## config.mk

```make
export PLATFORM = sky130hd
export DESIGN_NAME = bin_to_bcd_seq
export DESIGN_NICKNAME = d
export VERILOG_FILES = /design/src/rtl/bcd_pkg.sv /design/src/rtl/bcd_add3.sv /design/src/rtl/bin_to_bcd_seq.sv
export SDC_FILE = /design/constraint.sdc
export NUM_CORES = 1
export LEC_CHECK = 0
export CORE_MARGIN = 4
export CORE_UTILIZATION = 54
export CTS_CLUSTER_DIAMETER = 40
export DETAILED_ROUTE_END_ITERATION = 7
export PLACE_DENSITY_LB_ADDON = 0.12
export SYNTH_ARGS = -nofsm -noshare
export SYNTH_HDL_FRONTEND = slang
export SYNTH_HIERARCHICAL = 1
export SYNTH_SLANG_ARGS = --single-unit
```

## constraint.sdc

```tcl
create_clock -name clk -period 1.6 [get_ports clk]
set_input_delay 0.32 -clock clk [delete_from_list [all_inputs] [get_ports clk]]
set_output_delay 0.32 -clock clk [all_outputs]
set_load 0.005 [all_outputs]
```

## src/rtl/bcd_pkg.sv

```systemverilog
// Shared constants and types for the sequential binary-to-BCD converter.
// The optional lead-zero mask is enabled with the LEAD_ZERO_MASK_EN macro.
package bcd_pkg;

  localparam int BCD_DIGITS = 4;
  localparam int BIN_W      = 14;
  localparam int MAX_VAL    = 9999;
  localparam logic [4*BCD_DIGITS-1:0] SAT_BCD = 16'h9999;

  typedef enum logic {IDLE, SHIFT} state_t;

  typedef logic [4*BCD_DIGITS-1:0] bcd_word_t;

endpackage

```

## src/rtl/bcd_add3.sv

```systemverilog
// Double-dabble nibble correction: a digit of 5 or more gets +3 before the shift.
module bcd_add3 (
  input  logic [3:0] din,
  output logic [3:0] dout
);

  assign dout = (din >= 4'd5) ? din + 4'd3 : din;

endmodule

```

## src/rtl/bin_to_bcd_seq.sv

```systemverilog
// Iterative double-dabble binary-to-BCD converter, one bit per clock, start/busy/done handshake.
// Define LEAD_ZERO_MASK_EN to add the registered lz_mask output.
module bin_to_bcd_seq #(
  parameter int BIN_W   = bcd_pkg::BIN_W,
  parameter int DIGITS  = bcd_pkg::BCD_DIGITS,
  parameter int MAX_VAL = bcd_pkg::MAX_VAL
) (
  input  logic                clk,
  input  logic                rst_n,
  input  logic                start,
  input  logic [BIN_W-1:0]    bin_in,
  output logic                busy,
  output logic                done,
  output logic [4*DIGITS-1:0] bcd_out,
  output logic                ovf
`ifdef LEAD_ZERO_MASK_EN
  ,
  output logic [DIGITS-1:0]   lz_mask
`endif
);

  import bcd_pkg::*;

  localparam int BCD_W = 4 * DIGITS;
  localparam int CNT_W = $clog2(BIN_W);
  localparam logic [CNT_W-1:0] LAST_CNT = CNT_W'(BIN_W - 1);
  localparam logic [BIN_W-1:0] MAX_BIN  = BIN_W'(MAX_VAL);
  localparam logic [BCD_W-1:0] SAT_WORD = {DIGITS{4'h9}};

  state_t           state, state_nx;
  logic [CNT_W-1:0] cnt, cnt_nx;
  logic [BCD_W-1:0] bcd_q, bcd_nx, bcd_fix, bcd_shift;
  logic [BIN_W-1:0] bin_q, bin_nx, bin_shift;
  logic             ovf_pend, ovf_pend_nx;
  logic [BCD_W-1:0] bcd_out_nx;
  logic             ovf_nx, done_nx;

  for (genvar g = 0; g < DIGITS; g++) begin : g_add3
    bcd_add3 u_add3 (
      .din  (bcd_q[4*g +: 4]),
      .dout (bcd_fix[4*g +: 4])
    );
  end

  // The top BCD bit falls off the end; it only carries data for out-of-range inputs, which saturate anyway.
  assign bcd_shift = BCD_W'({bcd_fix, bin_q[BIN_W-1]});
  assign bin_shift = {bin_q[BIN_W-2:0], 1'b0};
  assign busy      = (state == SHIFT);

  always_ff @(posedge clk) begin
    if (!rst_n) begin
      state    <= IDLE;
      cnt      <= '0;
      bcd_q    <= '0;
      bin_q    <= '0;
      ovf_pend <= 1'b0;
      bcd_out  <= '0;
      ovf      <= 1'b0;
      done     <= 1'b0;
    end else begin
      state    <= state_nx;
      cnt      <= cnt_nx;
      bcd_q    <= bcd_nx;
      bin_q    <= bin_nx;
      ovf_pend <= ovf_pend_nx;
      bcd_out  <= bcd_out_nx;
      ovf      <= ovf_nx;
      done     <= done_nx;
    end
  end

  always_comb begin
    state_nx    = state;
    cnt_nx      = cnt;
    bcd_nx      = bcd_q;
    bin_nx      = bin_q;
    ovf_pend_nx = ovf_pend;
    bcd_out_nx  = bcd_out;
    ovf_nx      = ovf;
    done_nx     = 1'b0;
    case (state)
      IDLE: begin
        if (start) begin
          bin_nx      = bin_in;
          bcd_nx      = '0;
          cnt_nx      = '0;
          ovf_pend_nx = (bin_in > MAX_BIN);
          state_nx    = SHIFT;
        end
      end
      SHIFT: begin
        bcd_nx = bcd_shift;
        bin_nx = bin_shift;
        cnt_nx = cnt + 1'b1;
        if (cnt == LAST_CNT) begin
          state_nx   = IDLE;
          done_nx    = 1'b1;
          bcd_out_nx = ovf_pend ? SAT_WORD : bcd_shift;
          ovf_nx     = ovf_pend;
        end
      end
      default: state_nx = IDLE;
    endcase
  end

`ifdef LEAD_ZERO_MASK_EN
  logic [DIGITS-1:0] lz_nx;
  logic              zero_run;

  // Walk down from the top digit; a digit is masked while every digit above it is also zero.
  always_comb begin
    lz_nx    = '0;
    zero_run = 1'b1;
    for (int i = DIGITS - 1; i >= 1; i--) begin
      zero_run = zero_run && (bcd_out_nx[4*i +: 4] == 4'h0);
      lz_nx[i] = zero_run;
    end
  end

  always_ff @(posedge clk) begin
    if (!rst_n) begin
      lz_mask <= {{(DIGITS-1){1'b1}}, 1'b0};
    end else if (done_nx) begin
      lz_mask <= lz_nx;
    end
  end
`endif

endmodule

```

* Word level (Yosys, flattened, before mapping)
Index checks and enable logic that the tools add are counted.
** Cells by class
- Add/sub/neg operators :: 5
- Magnitude comparators :: 5
- Equal/unequal tests :: 2
- Muxes and demuxes :: 15
- Bitwise gates (word level) :: 1
- Reduce and logical (&&, ||, !) cells :: 3
** Operators by type and width (count)
- $mux W16 :: 2
- $pmux W16 S2 :: 1
- $pmux W14 S2 :: 1
- $ge A4 B3 Y1 const B :: 4
- $mux W4 :: 4
- $gt A14 B14 Y1 const B :: 1
- $mux W14 :: 1
- $add A4 B2 Y4 const B :: 3
- $pmux W4 S2 :: 1
- $reduce_and A2 Y1 :: 3
- $add A4 B1 Y4 const B :: 1
- $eq A4 B4 Y1 const B :: 1
- $add A3 B2 Y3 const B :: 1
- $mux W1 :: 3
- $mux W3 :: 1
- $ne A2 B2 Y1 const B :: 1
- $pmux W1 S2 :: 1
- $not A1 Y1 :: 1
** Storage, ports and cells
- Bits in registers :: 54
- Input bits :: 17
- Output and inout bits :: 19
- Word-level logic and storage cells :: 39

* Longest topological paths before layout
Gate-level depths: netlist (run 1).
- Depth in word-level cells :: 3
- Gate-level depth with buffers :: 7
- Mapped depth without buffers :: 7

* Modules after synthesis
Netlist (run 1), hierarchy kept.
** By module, submodules not included
- bin_to_bcd_seq :: times used 1, cells each 218, area each 2153.3 µm², sequential area each 1081.0 µm²
- bcd_add3 :: times used 4, cells each 16, area each 101.3 µm², sequential area each 0.0 µm²

* Worst setup path after synthesis (run 1)
Ideal clock, no wire load.
- Kind :: register to register
- From :: register cnt[0]
- To :: register bcd_out[10]
- Library setup time :: 0.117 ns
- Arrival :: 1.299 ns
- Data required time :: 1.483 ns
- Slack :: 0.184 ns
- Cell stages (with the launch flop) :: 7
- Path buffers :: 2
- Clock period less this slack :: 1.416 ns
- Cell sequence :: dfxtp_1 > ha_1 > nand4_1 > and2_1 > buf_6 > buf_6 > a22o_1
** Between the ends
- Cells in the longest elaborated chain, start to end :: 2
** RTL lines
- start, declared :: line bin_to_bcd_seq.sv:31 : logic [CNT_W-1:0] cnt, cnt_nx;
- start signal, assigned :: line bin_to_bcd_seq.sv:62 : cnt <= cnt_nx;
- $eq A4 B4 Y1 :: line bin_to_bcd_seq.sv:95 : if (cnt == LAST_CNT) begin
- $reduce_and A2 Y1 (no line)
- end signal, assigned :: line bin_to_bcd_seq.sv:66 : bcd_out <= bcd_out_nx;
- end, declared :: line bin_to_bcd_seq.sv:14 : output logic [4*DIGITS-1:0] bcd_out,
Every way passes these cells.
A chain may end at the register's enable or synchronous reset.

* Worst setup path in the final report (run 1)
- From :: register bcd_out[0]
- To :: output bcd_out[0]
No word-level cell between the ends.

==> flow_summary.yaml, run 1 <==
sta:
  maxSlewViolCount: 0
  fmax_mhz: 668
  tns_ns: 0
  post-route-period-util: 0.935
  worst_slew_pin_slew_ns: 0.514
  setup_viol: 0
  slew_headroom: 0.657
  hold_viol_final: 0
  hold_ws_ns: 0.471
  clock_skew_ns: 0.00741
  min_period_ns: 1.50
drt:
  detail_route.wl_per_cell_um: 13.5
  final_antenna_net_count: 0
  drc: 0
  drt_pass1_iterations: 4
  routed_wl_mm: 4.96
  num_vias: 2009
  dr.first_iter.drc_count: 109
  vias_per_cell: 5.46
final_layout:
  diodes: 0
  final_common_cell: "dfxtp_1"
  area.growth.synth_to_final_pct: 21.5
  final_cell_mix: "dfxtp_1 (50), nor2_1 (45), clkdlybuf4s50_1 (35), a21oi_1 (19), mux2i_1 (18)"
  drive_gt1_frac: 0.146
  nets: 342
  finalInstanceArea_sq_um: 3090
critical_path:
  crit_chain: "clkdlybuf4s50_1"
  crit_fanout: 2
  max_stage_delay_ns: 0.52
  crit_path_start_kind: "flop"
  arrival_ns: 1.18
  reg2reg_from: "bcd_q[9]"
  crit_path_top_delay_cell: "clkdlybuf4s50_1"
  critPathKind: "flop to output port"
  path_buf_inv: 1
  cp_top_family: "buffers and inverters"
  cp-end-kind: "output port"
  required_ns: 1.28
  critPathLaunch: "bcd_out[0]"
global_route:
  grt_max_degree: 49
  grt_pass1_wl_mm: 8.87
  grt_antenna_before_repair: 0
  grt_use_total: 0.181
  overflow: 0
  first_global_vias: 2020
floorplan:
  die_w_um: 76.6
  start_util: 0.571
  row_count: 24
  core_sq_um: 4440
  die-height_um: 76.6
  die_area_sq_um: 5860
  ios: 36
clock_network:
  cts_buffers: 5
  clkTransAtPathRegs_ns: 0.09
  cts-root-buf: "clkbuf_8"
  clkLatencyLatePin_ns: 0.30
  htreeDepth: 2
  clock_path_buffers: 2
  cts-hold-fix-buffers: 0
  numClockSinks: 54
  cts_tree: "yes"
placed_design:
  hpwl_mm: 3.48
  io_buffers: 35
  place_congestion: 0.763
  place_area_sq_um: 2980
synth:
  synth.net_count: 305
  syn-cell-area_sq_um: 2540
  syn-instance-count: 278
  avgSynthCellArea_sq_um: 9.13
  ys_warn_count: 6
power:
  power_density_nw_per_um2: 787
  vdd_drop_max_uv: 457
  total_power_w: 0.00243
  p_leak_nw: 1.21
hold_path:
  hold_path.class: "flop to flop"
  worstHoldStart: "bcd_out[4]"
run:
  cap_viol_max_count: 0
status:
  outcome: "finished, final reports clean"
-- where the power goes --
group | total [W] | internal [W] | switching (W)
clock | 0.000787 | 0.000349 | 0.000438
combinational | 0.000246 | 0.000128 | 0.000118
sequential | 0.00139 | 0.00137 | 0.0000212
-- repair_timing --
item	4_1_cts	5_1_grt
resized for setup	0	5
endpoints found under the setup margin	0	4
setup buffers	0	0
-- metal layers --
metal	vias to the layer above	share of wire	GRT usage
li1	1028	-	-
met1	932	0.47	0.214
met2	40	0.47	0.317
met3	9	0.039	0.0390
met4	0	0.018	0.0725
met5	-	0	0
-- per-stage QoR --
step | worst slack [ns] | utilization | instances
6_report | 0.104 | 0.694 | 368
5_1_grt | -0.00169 | 0.694 | 368
4_1_cts | 0.0765 | 0.692 | 368
3_5_place_dp | -0.0584 | 0.671 | 360
3_3_place_gp | -0.0407 | 0.671 | 360
2_1_floorplan | 0.184 | - | 278
-- final timing paths --
path | to | slack [ns] | cells past startpoint
setup reg to reg | bcd_q[10] | 0.11 | 7
setup / recovery | bcd_out[0] | 0.10 | 1
hold / removal | bcd_out[4] | 0.47 | 1
hold reg to reg | bcd_out[4] | 0.47 | 1
-- state kept, by name (all words and copies together), names as in the netlist --
signal and count:
cnt 4, bcd_out 16, ovf 1, busy 1, bin_q 14, ovf_pend 1, done 1, bcd_q 16
-- cell type report --
class	instances	area, sq um
clock buffer	6	82.6
clock inverter	2	12.5
fill	368	1360
inverter	11	41.3
multi-input combinational	196	1330
sequential	54	1090
tap	52	65.1
timing repair buffer	47	465
Note: power is estimated with default switching activity, not from simulation.
==> run 2: changes to the inputs <==
Settings changed: TNS_END_PERCENT set to 20.
==> flow_summary.yaml, run 2 (synthesis gave the netlist of run 1 again) <==
placed_design:
  place_congestion: 0.763
  hpwl_mm: 3.48
  io_buffers: 35
  dpl.cell_count: 360
floorplan:
  die_area_sq_um: 5860
  row_count: 24
  ios: 36
  die-height_um: 76.6
  die_w_um: 76.6
  core_sq_um: 4440
  start_util: 0.571
sta:
  fmax_mhz: 669
  rsz0062_at_grt: "true"
  worst_slew_pin_slew_ns: 0.518
  maxSlewViolCount: 0
  post-route-period-util: 0.935
  hold_viol_final: 0
  min_period_ns: 1.50
  clock_skew_ns: 0.00996
  setup_viol: 0
  slew_headroom: 0.655
clock_network:
  clkTransAtPathRegs_ns: 0.09
  cts_setup_buffers: 0
  cts_tree: "yes"
  htreeDepth: 2
  cts-root-buf: "clkbuf_8"
  cts_buffers: 5
  clock_path_buffers: 2
  clkLatencyLatePin_ns: 0.30
  numClockSinks: 54
global_route:
  grt_busiest_layer: "met2"
  grt_antenna_before_repair: 0
  overflow: 0
  grt_pass1_wl_mm: 8.87
  grt.met1_usage: 0.214
  first_global_vias: 2020
  use_met3: 0.0390
  use_met2: 0.317
  grt_use_total: 0.181
  grt_max_degree: 49
power:
  pwr-share-comb: 0.101
  switching_share: 0.238
  power_density_nw_per_um2: 789
  p_leak_nw: 1.21
  vdd_drop_max_uv: 457
  p_switching_w: 0.000578
  internal_power_w: 0.00185
  total_power_w: 0.00243
  seq_power_share: 0.574
  clkPwrFrac: 0.325
final_layout:
  drive_gt1_frac: 0.136
  fin_util: 0.693
  seqCellArea_sq_um: 1080
  final_cell_mix: "dfxtp_1 (52), nor2_1 (45), clkdlybuf4s50_1 (35), mux2i_1 (19), a21oi_1 (19)"
  multiInputGateArea_sq_um: 1330
  biggestRegsByFlops: "bcd_out: 16 flops, bcd_q: 16 flops, bin_q: 14 flops"
  nets: 342
  area.growth.synth_to_final_pct: 21.3
  finalNonFillerCells: 368
  diodes: 0
  final_common_cell: "dfxtp_1"
  fill_cells: 369
critical_path:
  crit_fanout: 2
  cp-end-kind: "output port"
  cp_top_family: "buffers and inverters"
  critPathKind: "flop to output port"
  required_ns: 1.28
  max_stage_delay_ns: 0.52
  path_buf_inv: 1
  crit_chain: "clkdlybuf4s50_1"
  crit_path_start_kind: "flop"
  crit_path_top_delay_cell: "clkdlybuf4s50_1"
  arrival_ns: 1.18
status:
  outcome: "finished, final reports clean"
drt:
  final_antenna_net_count: 0
  num_vias: 2013
  drc: 0
  drt_pass1_iterations: 4
  detail_route.wl_per_cell_um: 13.4
  dr.first_iter.drc_count: 117
  routed_wl_mm: 4.92
  vias_per_cell: 5.47
hold_path:
  hold_path.class: "flop to flop"
run:
  cap_viol_max_count: 0
## run 2: cell counts in the layout (fill, tap and decap cells not counted)
No cell type changed its count.
## run 2: what timing repair did
| action | 4_1_cts | 5_1_grt |
|---|---|---|
| hold buffers | 0 | 0 |
| resized for setup | 0 | 2 |
| setup endpoints to repair | 0 | 4 |
| hold endpoints to repair | 0 | 0 |
## run 2: per-stage QoR
step	TNS (ns)	hold slack, ns	area [sq um]	setup WS [ns]
finish	0	0.472	3080	0.104
global route	-0.0209	0.497	3080	-0.0141
CTS	0	0.475	3080	0.0765
detailed placement	-0.584	0.451	2980	-0.0584
global placement	-0.331	0.444	2980	-0.0407
floorplan	0	0.456	2540	0.184
## run 2: layout make-up
class / count / share of cell area
clock buffers: 6 / 0.0268
inverters: 11 / 0.0134
flip-flops and latches: 54 / 0.352
multi-input cells: 196 / 0.432
repair buffers: 47 / 0.151
clock inverters: 2 / 0.00406
well taps: 52 / 0.0211
## run 2: power groups by stage
stage,logic (W),registers (W),clock network [W]
6_report,0.000246,0.00139,0.000788
4_1_cts,0.000248,0.00140,0.000812
3_3_place_gp,0.000241,0.00143,0
3_5_place_dp,0.000246,0.00143,0
5_1_grt,0.000270,0.00140,0.000870
2_1_floorplan,0.000160,0.00142,0
## run 2: worst paths after layout
path,slack [ns],cells after the start,from,endpoint
setup reg to reg,0.13,7,bcd_q[9],bcd_q[10]
setup / recovery,0.10,1,bcd_out[0],bcd_out[0]
hold reg to reg,0.47,1,bcd_out[4],bcd_out[4]
hold / removal,0.47,1,bcd_out[4],bcd_out[4]
## run 2: per-layer routing
| layer | part of all wire | wire length, um |
|---|---|---|
| met5 | 0 | 0 |
| met2 | 0.47 | 2300 |
| met3 | 0.044 | 218 |
| met4 | 0.018 | 88 |
| met1 | 0.47 | 2310 |
